File: src/rtl/mprj_io_serial_loader.sv
// mprj_io_serial_loader
// Loads the user-project IO pad configuration chain. For each pad, starting
// with the highest index, it fetches one config word from the config store.
// It shifts that word MSB first into the chain. After the last pad it issues
// one parallel-load strobe, so every pad switches to its new mode together.
module mprj_io_serial_loader #(
    parameter int NUM_PADS = 38,
    parameter int CFG_BITS = 13,
    parameter int CLK_DIV  = 1
) (
    input  logic                        clock,
    input  logic                        reset,
    input  logic                        start,
    input  logic                        abort,
    output logic                        busy,
    output logic                        done,
    output logic [$clog2(NUM_PADS)-1:0] cfg_addr,
    input  logic [CFG_BITS-1:0]         cfg_data,
    output logic                        serial_clock,
    output logic                        serial_data_out,
    output logic                        serial_load
);

    localparam int AW = $clog2(NUM_PADS);
    localparam int BW = (CFG_BITS > 1) ? $clog2(CFG_BITS) : 1;
    localparam int PW = $clog2(CLK_DIV + 1);

    localparam logic [AW-1:0] PAD_LAST = AW'(NUM_PADS - 1);
    localparam logic [BW-1:0] BIT_LAST = BW'(CFG_BITS - 1);
    localparam logic [PW-1:0] PH_LAST  = PW'(CLK_DIV - 1);

    typedef enum logic [2:0] {
        IDLE,
        REQ,
        CAP,
        SETUP,
        CLKHI,
        LOAD,
        DONE
    } state_t;

    state_t              state;
    logic [BW-1:0]       bit_idx;
    logic [PW-1:0]       phase;
    logic [CFG_BITS-1:0] shreg;
    logic                phase_end;
    logic [BW-1:0]       bit_next;

    assign phase_end = (phase == PH_LAST);
    assign bit_next  = bit_idx - BW'(1);

    // Holds the word being shifted. It is pure data and needs no reset, because nothing reads it before CAP.
    always_ff @(posedge clock) begin
        if (state == CAP) begin
            shreg <= cfg_data;
        end
    end

    // Sequencer. All outputs are registered. The counters only decrement when nonzero, so they saturate at 0.
    always_ff @(posedge clock or posedge reset) begin
        if (reset) begin
            state           <= IDLE;
            cfg_addr        <= PAD_LAST;
            bit_idx         <= '0;
            phase           <= '0;
            busy            <= 1'b0;
            done            <= 1'b0;
            serial_clock    <= 1'b0;
            serial_data_out <= 1'b0;
            serial_load     <= 1'b0;
        end else if (abort && state != IDLE) begin
            // Cancel immediately. The chain keeps its old settings because no load strobe is issued.
            state           <= IDLE;
            cfg_addr        <= PAD_LAST;
            bit_idx         <= '0;
            phase           <= '0;
            busy            <= 1'b0;
            done            <= 1'b0;
            serial_clock    <= 1'b0;
            serial_data_out <= 1'b0;
            serial_load     <= 1'b0;
        end else begin
            unique case (state)
                IDLE: begin
                    if (start && !abort) begin
                        state    <= REQ;
                        cfg_addr <= PAD_LAST;
                        busy     <= 1'b1;
                    end
                end
                REQ: begin
                    // The store has cfg_addr during this cycle. Its data is valid in CAP.
                    state <= CAP;
                end
                CAP: begin
                    bit_idx         <= BIT_LAST;
                    phase           <= '0;
                    serial_data_out <= cfg_data[CFG_BITS-1];
                    state           <= SETUP;
                end
                SETUP: begin
                    if (phase_end) begin
                        phase        <= '0;
                        serial_clock <= 1'b1;
                        state        <= CLKHI;
                    end else begin
                        phase <= phase + PW'(1);
                    end
                end
                CLKHI: begin
                    if (phase_end) begin
                        phase        <= '0;
                        serial_clock <= 1'b0;
                        if (bit_idx != '0) begin
                            // Data changes on the same edge that lowers serial_clock. This gives a full low phase of setup.
                            bit_idx         <= bit_next;
                            serial_data_out <= shreg[bit_next];
                            state           <= SETUP;
                        end else if (cfg_addr != '0) begin
                            cfg_addr <= cfg_addr - AW'(1);
                            state    <= REQ;
                        end else begin
                            serial_load <= 1'b1;
                            state       <= LOAD;
                        end
                    end else begin
                        phase <= phase + PW'(1);
                    end
                end
                LOAD: begin
                    if (phase_end) begin
                        phase       <= '0;
                        serial_load <= 1'b0;
                        done        <= 1'b1;
                        state       <= DONE;
                    end else begin
                        phase <= phase + PW'(1);
                    end
                end
                DONE: begin
                    done  <= 1'b0;
                    busy  <= 1'b0;
                    state <= IDLE;
                end
                default: begin
                    state <= IDLE;
                end
            endcase
        end
    end

endmodule

File: config.mk
export PLATFORM = sky130hd
export DESIGN_NAME = mprj_io_serial_loader
export DESIGN_NICKNAME = d
export VERILOG_FILES = /design/src/rtl/mprj_io_serial_loader.sv
export SDC_FILE = /design/constraint.sdc
export NUM_CORES = 1
export LEC_CHECK = 0
export CAP_MARGIN = 30
export CORE_MARGIN = 2
export CORE_UTILIZATION = 37
export CTS_CLUSTER_SIZE = 20
export DETAILED_ROUTE_END_ITERATION = 6
export PLACE_DENSITY = 0.57
export SLEW_MARGIN = 20
export SYNTH_ARGS = -nofsm -noshare
export SYNTH_HDL_FRONTEND = slang
export SYNTH_SLANG_ARGS = --single-unit
File: constraint.sdc
create_clock -name clock -period 2.6 [get_ports clock]
set_input_delay 0.65 -clock clock [delete_from_list [all_inputs] [get_ports clock]]
set_output_delay 0.65 -clock clock [all_outputs]
set_load 0.05 [all_outputs]
## Yosys cells after proc, flatten, opt, wreduce, memory -nomap -nowiden

Index checks and enable logic that the tools add are counted.

- Register bits: 32
- Latch bits: 0
- RAM bits: 0
- ROM bits: 0
- Output and inout bits: 11
- Word-level logic and storage cells: 91
- Memories kept: 0

- Add/sub/neg operators: 3
- Multiply operators: 0
- Div/mod/pow operators: 0
- Magnitude comparators: 1
- Eq/ne operators: 14
- Shifts and indexed selects: 0
- Mux-type cells: 41
- Bitwise gates (word level): 0
- Reduce and logical (&&, ||, !) cells: 22

Operators by type and width:

| operator | number |
|---|---|
| 6-bit 2-to-1 mux | 5 |
| 3-bit != test (second input constant) | 8 |
| 3-bit nonzero test | 8 |
| 3-bit 2-to-1 mux | 7 |
| 3-bit one-hot mux with 6 select lines | 1 |
| 1-bit 2-to-1 mux | 16 |
| 4-bit 2-to-1 mux | 3 |
| 1-bit one-hot mux with 2 select lines | 6 |
| 6-bit one-hot mux with 2 select lines | 1 |
| 5-bit AND reduction | 2 |
| 3-bit equality test (second input constant) | 3 |
| 4-bit one-hot mux with 2 select lines | 1 |
| 3-bit by 2-bit equality test with 1-bit output (second input constant) | 2 |
| 3-bit AND reduction | 2 |
| 6-bit nonzero test | 1 |
| 6-bit by 1-bit subtractor with 6-bit output (second input constant) | 1 |
| 4-bit by 5-bit less-than comparator with 1-bit output (second input constant) | 1 |
| 1-bit binary-select mux with 4-bit select | 1 |
| 2-bit AND reduction | 2 |
| 4-bit AND reduction | 1 |
| 4-bit nonzero test | 1 |
| 4-bit by 1-bit subtractor with 4-bit output (second input constant) | 1 |
| 3-bit by 1-bit equality test with 1-bit output (second input constant) | 1 |
| 3-bit logical NOT | 1 |
| other kinds (4) | 5 |

## Depth between registers and ports, before layout

Gate-level depths: netlist of run 1.

- Depth after elaboration: 7
- Mapped depth: 8
- Depth with buffers taken out: 7

## Worst setup path after synthesis of run 1

Ideal clock, no wire load.

- Path type: reg2reg
- Start: register bit_idx[0]
- End: register serial_data_out
- Arrival time: 1765 ps
- Path slack: 702 ps
- Cell stages (with the launch flop): 9
- Clock period less this slack: 1898 ps
- Cells stage by stage: dfrtp_1 -> buf_6 -> inv_1 -> ha_1 -> clkbuf_1 -> mux4_2 -> mux2_2 -> nor3b_2 -> o31ai_1

- Longest elaborated chain between the ends: 7
- Elaborated cells between the ends (all ways): 10
- Those cells by class: 1 x add/sub; 1 x eq/ne; 6 x mux; 2 x reduce/logical

RTL lines:

| what | line | source |
|---|---|---|
| start, declared | 43 | `logic [BW-1:0] bit_idx;` |
| start signal, assigned | 116 | `bit_idx <= bit_next;` |
| 4-bit by 1-bit subtractor with 4-bit output | 50 | `assign bit_next = bit_idx - BW'(1);` |
| 1-bit binary-select mux with 4-bit select | 117 | `serial_data_out <= shreg[bit_next];` |
| 1-bit 2-to-1 mux (implied by the code) | 117 |  |
| 1-bit 2-to-1 mux | 114 | `if (bit_idx != '0) begin` |
| 1-bit 2-to-1 mux | 111 | `if (phase_end) begin` |
| 1-bit one-hot mux with 2 select lines | 83 | `unique case (state)` |
| 1-bit 2-to-1 mux | 71 | `end else if (abort && state != IDLE) begin` |
| end signal, assigned | 98 | `serial_data_out <= cfg_data[CFG_BITS-1];` |
| end signal, assigned | 117 |  |
| end, declared | 20 | `output logic serial_data_out,` |

Parallel ways exist; a longest one is shown, timed or not. The select of a mux whose other input is x is not followed.
A chain may end at the register's enable or synchronous reset.

## Worst setup path after layout of run 1

- Start: register cfg_addr[2]
- End: output cfg_addr[2]

RTL lines:

| what | line | source |
|---|---|---|
| start, declared | 17 | `output logic [$clog2(NUM_PADS)-1:0] cfg_addr,` |
| start signal, assigned | 120 | `cfg_addr <= cfg_addr - AW'(1);` |

No word-level cell between the ends.

==> qor.yml, run 1 <==
status: "finished, final reports clean"
slowest_cell_on_the_critical_path: "clkdlybuf4s50_1"
clockRootBuffer: "clkbuf_8"
port_buffers: 27
chip_height_um: 70.2
synth_cell_types: 48
most_common_flop_cell_mapped_by_yosys: "dfrtp_1"
power.density_cell_area_mw_per_mm2: 654
holdCritPathClass: "register to register"
worst_path_cell_chain: "clkdlybuf4s50_1"
worst_setup_hold_path_clk_slew_ns: 0.06
cts_tree: "done"
seq_area_frac_synth_pct: 52.2
endpoint_kind: "output pin"
synth-async-reset-ratio_pct: 58.1
worstMarginPinSlew_ns: 0.727
timing.critical_path.arrival_ns: 1.68
critical_path_source_type: "register"
gr-usage-all-layers_pct: 15.6
synth.ff_latch_count: 31
dr_wl_met3_um: 130
routability_congestion: 0.815
drt_pass1_iterations: 4
grt_first_pass_wirelength_um: 5950
power.leakage_nw: 0.743
post_cts.repair.setup_buffers: 0
floorplan.io_pins: 28
dieArea_mm2: 0.00492
antenna-diode-count: 0
critical_path.top_delay_family: "buffers and inverters"
number_of_buffers_created_by_cts: 5
timing.critical_path.required_ns: 1.95
dpl-instance-area_mm2: 0.00193
grt.overflow.total: 0
highest_layer: "met4"
finalSetupViolCount: 0
vias: 1206
detail_route.iter0.violations: 93
edff_count_synth: 13
first_global_vias: 1275
die_w_um: 70.2
postCtsHoldBufs: 0
route.layer.met1.wl_um: 1690
clk_latency_ns: 0.29
fmax_ghz: 0.428
unrepaired_setup_endpoints_after_global_routing: "false"
synth_area_leader: "edfxtp_1"
ys_top_cells_by_area: "edfxtp_1, dfrtp_1, dfstp_2, o21ai_0, nor2_1"
setup_tns_ns: 0
routedWlPerCell_um: 15.5
largest_net_degree_at_the_start_of_global_routing: 19
cap_viol_max_count: 0
core.rowCount: 24
timing.slew.headroom_pct: 51.5
final.min_clock_period_ns: 2.33
detailedPlacementHpwl_um: 2550
yosys_warnings: 0
num-nets-final: 195
syn_avg_cell_area_um2: 11.0
final_common_cell: "clkdlybuf4s50_1"
antenna_violating_nets_post_route: 0
cp_slowest_stage_delay_ns: 0.81
report.final.hold_viol_count: 0
synth_fp_nets: 166
drt-vias-per-instance: 5.27
netlist_area_mm2: 0.00162
layout.cell_area.non_filler_mm2: 0.00204
tritoncts_num_sinks: 31
worst-path-buf-inv: 1
totalWireLength_um: 3560
ctsLongestPathBuffers: 2
amount_of_wire_on_met2_after_detailed_routing_um: 1650
layout_worst_path_cycle_share_pct: 89.8
core_mm2: 0.00429
cts-htree-levels: 2
syn_to_final_growth_pct: 25.9
final_cell_mix: "clkdlybuf4s50_1, dfrtp_1, nor2_1, edfxtp_1, o21ai_0"
worst_ir_drop_vdd_uv: 362
number_of_antenna_violations_at_the_first_check_in_global_routing: 0
cts_resized: 0
postSynthCellCount: 147
final-max-slew-violation-count: 0
drc_errors: 0
ws_path_type: "register to output pin"
post_route_cells_drive_above_1_share_pct: 15.3
initial_core_utilization_pct: 37.7
skew_ns: 0.00662
synth_largest_type_area_fraction_pct: 24.1
critical_path.max_fanout: 6
## worst register-to-register path, cell delays in order (launching register included)
cell     delay (ns)
dfrtp_1        0.52
inv_1          0.09
ha_1           0.45
mux4_2         0.35
mux2_2         0.29
nor3b_2        0.15
o31ai_1        0.09
## kinds of logic after synthesis
family,synth area share (%)
AO/OA/AOI/OAI,18.8
AND/OR/NAND/NOR,15.0
flip-flops,52.2
buffers and inverters,4.48
multiplexers,5.41
XOR/XNOR,2.63
adder cells (fa/ha/maj),1.55
## routing by layer
layer | up-vias | GRT usage, %
li1 | 591 | -
met4 | 0 | 7.69
met1 | 590 | 19.8
met5 | - | 0
met3 | 8 | 3.32
met2 | 17 | 25.2
## final cells by class
cell class / instances / area [µm²]
Fill cell: 386 / 2260
Sequential cell: 31 / 845
Multi-Input combinational cell: 100 / 702
Timing Repair Buffer: 29 / 285
Clock buffer: 5 / 68.8
Tap cell: 52 / 65.1
Clock inverter: 3 / 38.8
Inverter: 9 / 33.8
## flip-flops by register name (all words and copies together) (netlist names)
name / cells
done: 1
serial_clock: 1
busy: 1
serial_load: 1
serial_data_out: 1
cfg_addr: 6
bit_idx: 4
shreg: 13
state: 3
## cells in the mapped netlist, drive strengths merged, types with 2 or more instances
library cell	count
a31oi	2
or2	2
xnor2	3
nand2b	5
nor3b	2
mux2	2
o31ai	2
nor3	5
nor2	14
inv	9
nand3	2
edfxtp	13
nor2b	3
mux4	2
o22ai	2
mux2i	2
a31o	2
buf	5
nand2	7
a21oi	9
dfrtp	15
a211oi	3
dfstp	3
o21bai	2
ha	2
clkbuf	2
o21ai	13
or3	2
a2111oi	2
## power by group
part	internal (mW)	leakage, nW	switching, mW	total (mW)
registers	0.549	0.350	0.0424	0.591
clock network	0.280	0.0556	0.185	0.465
logic	0.122	0.337	0.154	0.276
## stage by stage
step / util, % / power (mW) / worst slack [ns] / cells / hold WS, ns
2_1_floorplan: - / 0.788 / 0.702 / 147 / 0.499
3_3_place_gp: 45.0 / 0.868 / 0.369 / 221 / 0.478
3_5_place_dp: 45.0 / 0.878 / 0.287 / 221 / 0.487
4_1_cts: 47.5 / 1.34 / 0.260 / 229 / 0.514
5_1_grt: 47.5 / 1.39 / 0.227 / 229 / 0.563
6_report: 47.5 / 1.33 / 0.265 / 229 / 0.503
## path summary, 6_finish.rpt
| path | from | end | slack [ns] | cells after the start |
|---|---|---|---|---|
| setup / recovery | cfg_addr[2] | cfg_addr[2] | 0.27 | 1 |
| hold / removal | serial_load | serial_load | 0.50 | 2 |
| setup reg to reg | bit_idx[0] | serial_data_out | 0.54 | 6 |
| hold reg to reg | serial_load | serial_load | 0.50 | 2 |
| max in group asynchronous | reset | serial_clock | 1.36 | 2 |
| min in group asynchronous | reset | serial_data_out | 0.78 | 2 |
No activity file was read; power rests on OpenSTA's default activity.
==> run 2, diff against run 1 <==
--- a/config.mk
+++ b/config.mk
@@ -10,6 +10,7 @@
 export CORE_UTILIZATION = 37
 export CTS_CLUSTER_SIZE = 20
 export DETAILED_ROUTE_END_ITERATION = 6
+export GPL_TIMING_DRIVEN = 0
 export PLACE_DENSITY = 0.57
 export SLEW_MARGIN = 20
 export SYNTH_ARGS = -nofsm -noshare
==> run 2 against run 1 <==
  * Critical path depth stayed put
  * Power decreased by 8.3%
  * Register-to-register slack got worse by 0.04 ns
  * Die area unchanged
  * Maximum frequency fell by 0.18%
  * Via count up 0.33%
  * First-iteration DRC count down 55%
  * Clock power down 24%
  * Clock skew shrank 0.0012 ns
  * Sequential cell count unchanged
  * Non-clock buffer count up 5
  * Highest routed layer unchanged
==> qor.yml, run 2 (synthesis results as in run 1) <==
gr-usage-all-layers_pct: 15.2
clk_latency_ns: 0.28
ctsLongestPathBuffers: 2
critical_path.top_delay_family: "buffers and inverters"
reg2regPathDepth: 8
reg2reg_from: "bit_idx[0]"
critical_path.max_fanout: 6
cp_slowest_stage_delay_ns: 0.82
power.share.switching_pct: 29.6
final.min_clock_period_ns: 2.34
port_buffers: 26
routedWlPerCell_um: 14.7
final_layout_fill_cell_count: 407
number_of_antenna_violations_at_the_first_check_in_global_routing: 0
setup_tns_ns: 0
detailedPlacementHpwl_um: 2570
critical_path_source_type: "register"
drt_pass1_iterations: 4
layout_worst_path_cycle_share_pct: 90.0
initial_core_utilization_pct: 37.7
cts_tree: "done"
drt-vias-per-instance: 5.17
totalWireLength_um: 3440
finalSetupViolCount: 0
die_w_um: 70.2
first_global_vias: 1187
routability_congestion: 0.791
drc_errors: 0
final-max-slew-violation-count: 0
antenna_violating_nets_post_route: 0
unrepaired_setup_endpoints_after_global_routing: "false"
intPower_uw: 861
slowest_cell_on_the_critical_path: "clkdlybuf4s50_1"
reg_to_reg_critical_path_endpoint: "serial_data_out"
worstMarginPinSlew_ns: 0.724
clockRootBuffer: "clkbuf_8"
fmax_ghz: 0.427
dpl-instance-area_mm2: 0.00196
worst_setup_hold_path_clk_slew_ns: 0.06
post_route_cells_drive_above_1_share_pct: 16.5
timing.critical_path.required_ns: 1.95
grt_first_pass_wirelength_um: 5780
ws_path_type: "register to output pin"
grt.overflow.total: 0
whs_path_depth: 2
reg2reg_slack_ns: 0.50
num-nets-final: 200
final_common_cell: "clkdlybuf4s50_1"
largest_register_ffs: 13
worst_hold_slack_ns: 0.501
holdCritPathClass: "register to register"
floorplan.io_pins: 28
timing.slew.headroom_pct: 51.7
cap_viol_max_count: 0
post_cts.repair.setup_buffers: 0
core.rowCount: 24
report.final.hold_viol_count: 0
power.sequential.fraction_pct: 47.8
largest_net_degree_at_the_start_of_global_routing: 19
worst_path_cell_chain: "clkdlybuf4s50_1"
core_mm2: 0.00429
skew_ns: 0.00547
layout.cell_area.non_filler_mm2: 0.00204
postCtsHoldBufs: 0
worst_ir_drop_vdd_uv: 273
cts_resized: 0
cts-htree-levels: 2
antenna-diode-count: 0
clock_power_share_pct: 28.8
timing.hold.worst.start: "serial_load"
timing.critical_path.arrival_ns: 1.69
status: "finished, final reports clean"
largest_registers: "shreg x13, cfg_addr x6, bit_idx x4"
syn_to_final_growth_pct: 25.8
detail_route.iter0.violations: 42
tritoncts_num_sinks: 31
chip_height_um: 70.2
number_of_buffers_created_by_cts: 5
vias: 1210
power.net_switching_uw: 361
timing.hold.worst_endpoint: "serial_load"
endpoint_kind: "output pin"
max_flop_register: "shreg"
final_cell_mix: "clkdlybuf4s50_1, dfrtp_1, nor2_1, edfxtp_1, o21ai_0"
power.leakage_nw: 0.749
power.density_cell_area_mw_per_mm2: 600
worst-path-buf-inv: 1
power.share.combinational_pct: 23.5
finish.utilization_pct: 47.4
dieArea_mm2: 0.00492
run 2: cell count changes in the layout (fill, tap and decap cells not counted), sizes merged:
cell	before	now
bufinv	1	0
clkinv	2	1
clkdlybuf4s50	27	26
clkbuf	5	9
buf	2	6
run 2: stage by stage:
step / setup WS, ns / total power, mW / std cells
global route: 0.222 / 1.29 / 234
CTS: 0.255 / 1.24 / 234
finish: 0.261 / 1.22 / 234
detailed placement: 0.429 / 0.879 / 226
global placement: 0.492 / 0.868 / 225
floorplan: 0.702 / 0.788 / 147
run 2: area by class of cell:
class | count | area (µm²) | share of cell area, %
sequential | 31 | 845 | 41.5
inverter | 9 | 33.8 | 1.66
buffer | 7 | 38.8 | 1.90
timing repair buffer | 27 | 272 | 13.3
multi-input combinational | 100 | 702 | 34.5
clock inverter | 1 | 5.00 | 0.246
tap | 52 | 65.1 | 3.19
clock buffer | 7 | 76.3 | 3.75
run 2: worst max-delay path by stage:
| stage | start | to | slack (ns) | depth (start not counted) |
|---|---|---|---|---|
| floorplan | bit_idx[0] | serial_data_out | 0.70 | 8 |
| global placement | start | cfg_addr[2] | 0.49 | 6 |
| detailed placement | start | cfg_addr[2] | 0.43 | 6 |
| CTS | cfg_addr[2] | cfg_addr[2] | 0.26 | 1 |
| global route | cfg_addr[2] | cfg_addr[2] | 0.22 | 1 |
| finish | cfg_addr[2] | cfg_addr[2] | 0.26 | 1 |
run 2: layer usage:
metal  wire length, µm  GRT usage, %
met1              1630          21.3
met2              1530          22.0
met3               214          5.19
met4                55          5.13
met5                 0             0
run 2: power by group through the flow:
stage          registers (mW)  logic (mW)  clock network, mW
3_5_place_dp            0.593       0.286                  0
6_report                0.584       0.287              0.352
4_1_cts                 0.584       0.287              0.366
2_1_floorplan           0.619       0.169                  0
3_3_place_gp            0.590       0.277                  0
5_1_grt                 0.588       0.311              0.393
